File: src/rtl/uart_pkg.sv
// Shared UART definitions: receiver state encoding and bit-timing derivation,
// so both ends of the link compute identical bit periods.
package uart_pkg;

    typedef enum logic [2:0] {
        ST_IDLE  = 3'd0,
        ST_START = 3'd1,
        ST_DATA  = 3'd2,
        ST_STOP  = 3'd3,
        ST_BREAK = 3'd4
    } rx_state_e;

    function automatic int unsigned clks_per_bit(input int unsigned clk_freq,
                                                 input int unsigned baud);
        return clk_freq / baud;
    endfunction

endpackage

File: src/rtl/sync_2ff.sv
// Two-flop synchroniser for a single asynchronous input, with a configurable
// reset value so idle-high lines do not look active coming out of reset.
module sync_2ff #(
    parameter logic RST_VAL = 1'b1
) (
    input  logic i_clk,
    input  logic i_rst,
    input  logic i_d,
    output logic o_q
);

    logic r_meta;
    logic r_sync;

    // Two-stage capture of the asynchronous input.
    always_ff @(posedge i_clk or posedge i_rst) begin
        if (i_rst) begin
            r_meta <= RST_VAL;
            r_sync <= RST_VAL;
        end else begin
            r_meta <= i_d;
            r_sync <= r_meta;
        end
    end

    assign o_q = r_sync;

endmodule

File: src/rtl/uart_rx.sv
// 8N1 UART receiver: synchronised input, mid-bit sampling, one-cycle strobes
// for good bytes and framing errors, and a break state for held-low lines.
module uart_rx
    import uart_pkg::*;
#(
    parameter int unsigned CLK_FREQ = 50_000_000,
    parameter int unsigned BAUD     = 9600
) (
    input  logic       clk,
    input  logic       rst,
    input  logic       rx,
    output logic [7:0] rx_data,
    output logic       rx_valid,
    output logic       rx_frame_err,
    output logic       rx_busy
);

    localparam int unsigned CLKS_PER_BIT = clks_per_bit(CLK_FREQ, BAUD);
    localparam int unsigned HALF_BIT     = CLKS_PER_BIT / 2;
    localparam int unsigned CNT_W        = $clog2(CLKS_PER_BIT);
    localparam logic [CNT_W-1:0] CNT_FULL = CNT_W'(CLKS_PER_BIT - 1);
    localparam logic [CNT_W-1:0] CNT_HALF = CNT_W'(HALF_BIT - 1);

    logic             w_rx_s;
    rx_state_e        r_state;
    logic [CNT_W-1:0] r_cnt;
    logic [2:0]       r_idx;
    logic [7:0]       r_shift;
    logic [7:0]       r_data;
    logic             r_valid;
    logic             r_frame_err;
    logic             r_busy;

    sync_2ff #(
        .RST_VAL (1'b1)
    ) u_sync_rx (
        .i_clk (clk),
        .i_rst (rst),
        .i_d   (rx),
        .o_q   (w_rx_s)
    );

    // Receive state machine with registered data, strobes and busy flag.
    always_ff @(posedge clk or posedge rst) begin
        if (rst) begin
            r_state     <= ST_IDLE;
            r_cnt       <= '0;
            r_idx       <= 3'd0;
            r_shift     <= 8'h00;
            r_data      <= 8'h00;
            r_valid     <= 1'b0;
            r_frame_err <= 1'b0;
            r_busy      <= 1'b0;
        end else begin
            r_valid     <= 1'b0;
            r_frame_err <= 1'b0;
            case (r_state)
                ST_IDLE: begin
                    r_cnt <= '0;
                    r_idx <= 3'd0;
                    if (!w_rx_s) begin
                        r_state <= ST_START;
                        r_busy  <= 1'b1;
                    end else begin
                        r_busy  <= 1'b0;
                    end
                end
                ST_START: begin
                    if (r_cnt == CNT_HALF) begin
                        r_cnt <= '0;
                        r_idx <= 3'd0;
                        if (!w_rx_s) begin
                            r_state <= ST_DATA;
                        end else begin
                            // Start bit gone by mid-bit: treat as a glitch.
                            r_state <= ST_IDLE;
                            r_busy  <= 1'b0;
                        end
                    end else begin
                        r_cnt <= r_cnt + CNT_W'(1);
                    end
                end
                ST_DATA: begin
                    if (r_cnt == CNT_FULL) begin
                        r_cnt   <= '0;
                        r_shift <= {w_rx_s, r_shift[7:1]};
                        r_idx   <= r_idx + 3'd1;
                        if (r_idx == 3'd7) begin
                            r_state <= ST_STOP;
                        end
                    end else begin
                        r_cnt <= r_cnt + CNT_W'(1);
                    end
                end
                ST_STOP: begin
                    if (r_cnt == CNT_FULL) begin
                        r_cnt <= '0;
                        if (w_rx_s) begin
                            r_data  <= r_shift;
                            r_valid <= 1'b1;
                            r_state <= ST_IDLE;
                            r_busy  <= 1'b0;
                        end else begin
                            r_frame_err <= 1'b1;
                            r_state     <= ST_BREAK;
                        end
                    end else begin
                        r_cnt <= r_cnt + CNT_W'(1);
                    end
                end
                ST_BREAK: begin
                    // Only a return to idle-high re-arms the receiver.
                    if (w_rx_s) begin
                        r_state <= ST_IDLE;
                        r_busy  <= 1'b0;
                    end
                end
                default: begin
                    r_state <= ST_IDLE;
                    r_cnt   <= '0;
                    r_idx   <= 3'd0;
                    r_busy  <= 1'b0;
                end
            endcase
        end
    end

    assign rx_data      = r_data;
    assign rx_valid     = r_valid;
    assign rx_frame_err = r_frame_err;
    assign rx_busy      = r_busy;

endmodule

File: config.mk
export PLATFORM = sky130hd
export DESIGN_NAME = uart_rx
export DESIGN_NICKNAME = d
export VERILOG_FILES = /design/src/rtl/uart_pkg.sv /design/src/rtl/sync_2ff.sv /design/src/rtl/uart_rx.sv
export SDC_FILE = /design/constraint.sdc
export NUM_CORES = 1
export LEC_CHECK = 0
export ABC_CLOCK_PERIOD_IN_PS = 2500
export CELL_PAD_IN_SITES_DETAIL_PLACEMENT = 0
export CELL_PAD_IN_SITES_GLOBAL_PLACEMENT = 2
export CORE_ASPECT_RATIO = 2
export CORE_MARGIN = 1.5
export CORE_UTILIZATION = 37
export CTS_BUF_LIST = sky130_fd_sc_hd__clkbuf_2 sky130_fd_sc_hd__clkbuf_4 sky130_fd_sc_hd__clkbuf_8
export DETAILED_ROUTE_END_ITERATION = 16
export GPL_ROUTABILITY_DRIVEN = 0
export HOLD_SLACK_MARGIN = 0.05
export PLACE_DENSITY = 0.75
export SLEW_MARGIN = 20
export SYNTH_ARGS = -nofsm -noshare
export SYNTH_HDL_FRONTEND = slang
export SYNTH_SLANG_ARGS = --single-unit
export TNS_END_PERCENT = 1
File: constraint.sdc
create_clock -name clk -period 2.5 [get_ports clk]
set_input_delay 0.5 -clock clk [delete_from_list [all_inputs] [get_ports clk]]
set_output_delay 0.5 -clock clk [all_outputs]
set_load 0.01 [all_outputs]
# Yosys cells after proc, flatten, opt, wreduce, memory -nomap -nowiden
# Cells that the tools add are included.
[classes]
n_mul = 0
n_addsub = 2
shifts = 0
n_lt_le_gt_ge = 0
n_mux = 25
n_bitwise = 2
n_eq_ne = 13
div_mod_pow = 0
n_reduce_logical = 8
[ops]
columns = ["operator", "n"]
rows = [
  ["$pmux 13 s3", 1],
  ["$mux 3", 9],
  ["$mux 13", 2],
  ["$pmux 3 s5", 1],
  ["$add 13x1->13 const B", 1],
  ["$eq 13x12->1 const B", 1],
  ["$eq 13x13->1 const B", 1],
  ["$ne 2x2->1 const B", 5],
  ["$mux 1", 9],
  ["$pmux 3 s3", 1],
  ["$reduce_and 3->1", 3],
  ["$eq 3x2->1 const B", 2],
  ["$eq 3x3->1 const B", 2],
  ["$reduce_and 6->1", 1],
  ["$pmux 1 s5", 1],
  ["$reduce_or 2->1", 2],
  ["$add 3x1->3 const B", 1],
  ["$eq 3x1->1 const B", 1],
  ["$logic_not 3->1", 1],
  ["$mux 2", 1],
  ["$ne 2x1->1 const B", 1],
  ["$not 1->1", 2],
  ["$reduce_and 2->1", 1],
]
[totals]
mem_count = 0
input_bits = 3
ff_bits = 40
ram_bits = 0
mem_bits_ro = 0
elab_cells = 60
latch_bits = 0

# Logic depth before layout (Yosys ltp)
# Gate-level depths: netlist of run 1.
[depth]
word_depth = 4
depth_mapped = 7
depth_no_buf = 5

# Modules after synthesis
# A second synthesis of run 1 with hierarchy kept.
[unflattened]
cells_unflattened = 166
hier_area_um2 = 1886.8
[by_module_without_submodules]
columns = ["module", "cells_each", "seq_area_each_um2", "instances", "area_per_inst_um2"]
rows = [
  ["uart_rx", 163, 950.9, 1, 1830.5],
  ["sync_2ff", 3, 52.6, 1, 56.3],
]

# Worst setup path after synthesis of run 1
# No wires, ideal clock.
[synth_path]
path_type = "register to register"
from = "register r_cnt[0]"
to = "register r_data[0] (netlist: rx_data[0])"
slack_ns = 0.143
setup_ns = 0.125
arrival_ns = 2.233
n_path_buf = 2
path_stages_with_launch = 8
path_cell_list = "dfrtp_1 -> ha_1 -> buf_4 -> or3b_2 -> or4_1 -> buf_2 -> nor2_8 -> mux2_2"
[synth_via]
elab_chain_len = 2
[synth_rtl]
columns = ["item", "line_no", "source"]
rows = [
  ["from (decl)", "uart_rx.sv:26", "logic [CNT_W-1:0] r_cnt;"],
  ["from (signal assigned)", "uart_rx.sv:80", "r_cnt <= r_cnt + CNT_W'(1);"],
  ["from (signal assigned)", "uart_rx.sv:92", "r_cnt <= r_cnt + CNT_W'(1);"],
  ["from (signal assigned)", "uart_rx.sv:108", "r_cnt <= r_cnt + CNT_W'(1);"],
  ["$eq 13x13->1", "uart_rx.sv:96", "if (r_cnt == CNT_FULL) begin"],
  ["$reduce_and 3->1 (no source line)", "n/a", ""],
  ["to (signal assigned)", "uart_rx.sv:99", "r_data <= r_shift;"],
  ["to (decl)", "uart_rx.sv:29", "logic [7:0] r_data;"],
]
# Every way passes these cells.
# A chain may end at the register's enable or synchronous reset.

# Worst setup path in the final report of run 1
[layout_path]
from = "register r_cnt[0]"
to = "register r_data[7] (netlist: rx_data[7])"
# Same word-level chain as after synthesis.

==> impl_metrics.toml, run 1 <==
[sta]
setup_slack_ns = 0.124
skew_ns = 0.00388
setup_violations = 0
fin_crit_sh_pct = 95.0
drv_slew = 0
slew_headroom_pct = 66.6
min_period_ns = 2.38
tns_ns = 0
fmax_mhz = 421
hold_viol_final = 0
rsz0062_at_grt = "no"
max_slew.worst_pin.slew_ns = 0.501

[setup_path]
critPathMaxStageDelay_ns = 0.56
path_cells = "ha_1, or3b_2, or4_1, nor2_8, mux2_2"
rr_endpoint = "rx_data[7]"
criticalPathCategory = "register to register"
slowest_stage = "or4_1"
worstPathArrival_ns = 2.56
r2r_setup_slack_ns = 0.12
crit_family = "simple AND/OR/NAND/NOR gates"
worstReg2RegStart = "r_cnt[0]"
cp-end-kind = "register"
crit_required_ns = 2.68
cp_max_fo = 9
path_buf_inv = 0
reg2regPathDepth = 5
startpoint_type = "register"
cp-startpoint = "r_cnt[0]"

[detailed_routing]
remaining_drc_errors = 0
vias = 1445
met2_length_mm = 2.44
wirelength_mm = 4.31
wl_met3_um = 91
drt-initial-drc-count = 30
first_pass_iters = 4
highest_layer = "met4"
postRouteAntennaNets = 0
wire_per_inst_um = 16.8
met1_length_mm = 1.62
vias_per_cell = 5.64

[clock_tree]
cts-htree-levels = 2
postCtsSetupBuffers = 0
cts-root-buf = "clkbuf_8"
tritoncts = "built"
clockBufferDepth = 2
clock_latency_ns = 0.29
clkTransAtPathRegs_ns = 0.08
cts_inserted_buffers = 5
cts_sinks = 40
hold_buffers = 0
ctsResizeCount = 0

[floorplan]
fp.coreArea_mm2 = 0.00514
start_util_pct = 38.3
die_y_um = 106
dieArea_mm2 = 0.00579
rows = 37
boundaryPins = 14
die_w_um = 54.6

[synth]
synth-seq-area-share_pct = 51.0
synth_top_area_share_pct = 48.3
synth_edf_count = 0
syn_avg_cell_area_um2 = 11.3
synth-async-reset-ratio_pct = 100
synth_seq_cells = 40
syn_nets = 180
synth_top_cell_by_area = "dfrtp_1"
synth_cell_type_count = 45
yosys_warnings = 0
synth_ff_type = "dfrtp_1"
synth.top_cells.by_area = "dfrtp_1, mux2_2, dfstp_2"
syn_inst = 174
synth_area_mm2 = 0.00197

[outcome]
outcome = "completed"

[placement]
hpwl_mm = 3.20
port_buffers = 13
placedCellCount = 248
place_ws_ns = 0.146

[min_path]
worstHoldStart = "u_sync_rx.r_meta"
hold_path_depth = 0
hold_class = "register to register"
holdPathEnd = "u_sync_rx.o_q"

[layout]
antenna_cells = 0
fillers = 493
syn2layout_area_growth_pct = 18.4
drive_gt1_share_pct = 24.7
mostFrequentLayoutCells = "dfrtp_1, mux2_2, clkdlybuf4s50_1, buf_4, nand2_1"
finalNonFillerCells = 256
final_nets = 203
final_common_cell = "dfrtp_1"

[power_and_ir_drop]
p_per_area_mw_per_mm2 = 515
leakagePower_nw = 1.03
max-vdd-ir-drop_v = 0.000424

[global_route]
grt_pass1_vias = 1537
grt_use_total_pct = 17.4
grt_pass1_wl_mm = 7.33
grt_antenna_before_repair = 0
grt_overflow = 0
grt_max_degree = 41

[job]
cap_violations = 0
==> sequential cells by signal, summed over array words and instances (netlist names) <==
signal            flops
r_cnt                13
r_idx                 3
r_shift               8
r_state               3
rx_busy               1
rx_data               8
rx_frame_err          1
rx_valid              1
u_sync_rx.o_q         1
u_sync_rx.r_meta      1
==> worst register-to-register path, stage by stage (launching register included) <==
cell     delay, ns
dfrtp_1       0.41
ha_1          0.18
or3b_2        0.52
or4_1         0.56
nor2_8        0.24
mux2_2        0.36
==> layer usage <==
layer	track usage, %	vias up
met5	0	-
met4	9.82	0
met3	2.53	14
met2	29.3	27
met1	19.8	724
li1	-	680
==> power breakdown <==
group / switching, mW / leakage [nW] / internal (mW)
logic: 0.0131 / 0.440 / 0.00466
clock network: 0.234 / 0.0541 / 0.295
registers: 0.00268 / 0.532 / 0.649
==> cell usage after synthesis, types with 3 or more instances <==
cell type and count:
nand4_1 4, o21ai_0 7, ha_1 3, dfrtp_1 38, or4_1 3, nand2b_1 3, a21oi_1 10, nor2b_1 3
nor3_1 4, nor4_1 3, o211ai_1 4, clkbuf_1 6, mux2_2 16, xnor2_1 5, inv_1 4, nand3_1 9
nor2_1 5, nand2_1 12
==> how the worst max path moves through the flow <==
stage	to	cells past startpoint
3_5_place_dp	rx_data[7]	5
2_1_floorplan	rx_data[0]	7
4_1_cts	rx_data[7]	5
6_report	rx_data[7]	5
3_3_place_gp	rx_data[6]	5
5_1_grt	rx_data[7]	5
==> final cells by class <==
| class | instances | area (um2) | share of cell area [%] |
|---|---|---|---|
| flip-flops and latches | 40 | 1000 | 43.1 |
| multi-input cells | 120 | 898 | 38.6 |
| repair buffers | 26 | 228 | 9.78 |
| well taps | 58 | 72.6 | 3.12 |
| clock buffers | 5 | 68.8 | 2.96 |
| clock inverters | 3 | 42.5 | 1.83 |
| inverters | 4 | 15.0 | 0.645 |
==> kinds of logic after synthesis <==
family,count (synthesis),share of synthesized area (%)
simple gates,61,19.8
flops,40,51.0
compound gates,32,11.1
mux,17,9.67
buf+inv,14,3.31
xor+xnor,7,3.12
fa+ha+maj,3,1.91
==> metrics by stage <==
stage          instance area [um2]  util (%)  hold WS (ns)  power, mW
3_3_place_gp                  2220      43.1         0.349      0.683
4_1_cts                       2330      45.3         0.365       1.22
2_1_floorplan                 1970         -         0.345      0.675
6_report                      2330      45.3         0.364       1.20
5_1_grt                       2330      45.3         0.371       1.24
3_5_place_dp                  2220      43.1         0.350      0.684
(Power assumes the default switching activity.)
==> inputs of run 2 (changes only) <==
--- a/config.mk
+++ b/config.mk
@@ -10,12 +10,11 @@
 export CELL_PAD_IN_SITES_GLOBAL_PLACEMENT = 2
 export CORE_ASPECT_RATIO = 2
 export CORE_MARGIN = 1.5
-export CORE_UTILIZATION = 37
-export CTS_BUF_LIST = sky130_fd_sc_hd__clkbuf_2 sky130_fd_sc_hd__clkbuf_4 sky130_fd_sc_hd__clkbuf_8
+export CORE_UTILIZATION = 35
 export DETAILED_ROUTE_END_ITERATION = 16
 export GPL_ROUTABILITY_DRIVEN = 0
 export HOLD_SLACK_MARGIN = 0.05
-export PLACE_DENSITY = 0.75
+export PLACE_DENSITY = 0.71
 export SLEW_MARGIN = 20
 export SYNTH_ARGS = -nofsm -noshare
 export SYNTH_HDL_FRONTEND = slang
==> impl_metrics.toml, run 2 (same netlist as run 1, synthesis figures left out) <==
[sta]
fin_crit_sh_pct = 90.6
max_slew.worst_pin.slew_ns = 0.520
slew_headroom_pct = 65.3
hold_viol_final = 0
drv_slew = 0
skew_ns = 0.00808
min_period_ns = 2.27
tns_ns = 0
hold_slack_ns = 0.359
fmax_mhz = 441
setup_slack_ns = 0.235
setup_violations = 0
rsz0062_at_grt = "no"

[floorplan]
rows = 38
fp.coreArea_mm2 = 0.00542
die_w_um = 56.0
dieArea_mm2 = 0.00611
start_util_pct = 36.3
die_y_um = 109
boundaryPins = 14

[detailed_routing]
remaining_drc_errors = 0
first_pass_iters = 4
drt-initial-drc-count = 36
vias = 1430
wirelength_mm = 4.39
wire_per_inst_um = 17.0
postRouteAntennaNets = 0
vias_per_cell = 5.54

[layout]
largest_reg_flops = 13
final_area_mm2 = 0.00234
post-route-util_pct = 43.2
regArea_mm2 = 0.00100
syn2layout_area_growth_pct = 19.0
antenna_cells = 0
regMostFlops = "r_cnt"
multi_input_area_um2 = 905
final_nets = 203
fillers = 547
finalNonFillerCells = 258
mostFrequentLayoutCells = "dfrtp_1, mux2_2, clkdlybuf4s50_1, buf_4, nand2_1"
drive_gt1_share_pct = 25.3
final_common_cell = "dfrtp_1"

[clock_tree]
postCtsSetupBuffers = 0
clockBufferDepth = 2
clkTransAtPathRegs_ns = 0.08
cts_sinks = 40
tritoncts = "built"
clock_latency_ns = 0.29
hold_buffers = 0
ctsResizeCount = 0
cts-htree-levels = 2
cts-root-buf = "clkbuf_8"
cts_inserted_buffers = 5

[global_route]
grt_pass1_wl_mm = 7.49
grt.busiest_layer = "met2"
grt_max_degree = 41
grt_pass1_vias = 1513
grt_use_total_pct = 15.8
globalRouteMet3Util_pct = 2.14
grt_antenna_before_repair = 0
grt_overflow = 0
grt.met1_usage_pct = 17.5
use_met2_pct = 28.6

[power_and_ir_drop]
p_per_area_mw_per_mm2 = 518
max-vdd-ir-drop_v = 0.000370
design_power_total_mw = 1.21
leakagePower_nw = 1.03

[setup_path]
worstPathArrival_ns = 2.44
crit_required_ns = 2.67
cp_max_fo = 9
worstReg2RegStart = "r_cnt[3]"
cp-end-kind = "register"
startpoint_type = "register"
criticalPathCategory = "register to register"
cp-startpoint = "r_cnt[3]"

[placement]
placedCellCount = 250
place_ws_ns = 0.115
hpwl_mm = 3.23
placed_cell_area_mm2 = 0.00222
port_buffers = 13

[job]
cap_violations = 0

[outcome]
outcome = "completed"

[min_path]
hold_class = "register to register"
worstHoldStart = "u_sync_rx.r_meta"
==> run 2: cell count changes in the layout (fill, tap and decap cells not counted) <==
cell	delta
or3b_4	+1
or3b_2	-1
inv_6	+1
or4_1	-1
or4_4	+1
clkinv_2	-1
==> run 2: where the power goes <==
| part | leakage [nW] | internal [mW] | total [mW] | switching (mW) |
|---|---|---|---|---|
| registers | 0.532 | 0.649 | 0.652 | 0.00263 |
| logic | 0.444 | 0.00466 | 0.0183 | 0.0136 |
| clock network | 0.0548 | 0.301 | 0.543 | 0.242 |
==> run 2: routing by layer <==
layer / routed length (um) / part of all wire, % / vias up
met5: 0 / 0 / -
met4: 129 / 2.9 / 0
met3: 135 / 3.1 / 12
met1: 1720 / 39 / 702
met2: 2400 / 55 / 33
li1: - / - / 683
==> run 2: final timing paths <==
path | to | slack (ns) | cells past startpoint
setup / recovery | rx_data[0] | 0.23 | 4
hold / removal | u_sync_rx.o_q | 0.36 | 0
hold reg to reg | u_sync_rx.o_q | 0.36 | 0
min in group asynchronous | rx_busy | 0.62 | 3
max in group asynchronous | u_sync_rx.r_meta | 1.51 | 3
setup reg to reg | rx_data[0] | 0.23 | 4
==> run 2: area by class of cell <==
type	instances	area share [%]
timing repair buffer	26	9.73
multi-input combinational	120	38.6
clock buffer	5	2.94
sequential	40	42.9
clock inverter	3	1.98
tap	60	3.21
inverter	4	0.641
==> run 2: critical path: stages (launching register included) <==
cell and delay, ns:
dfrtp_1 0.41, or4b_4 0.59, or4_4 0.58, nor2_8 0.21
mux2_2 0.36
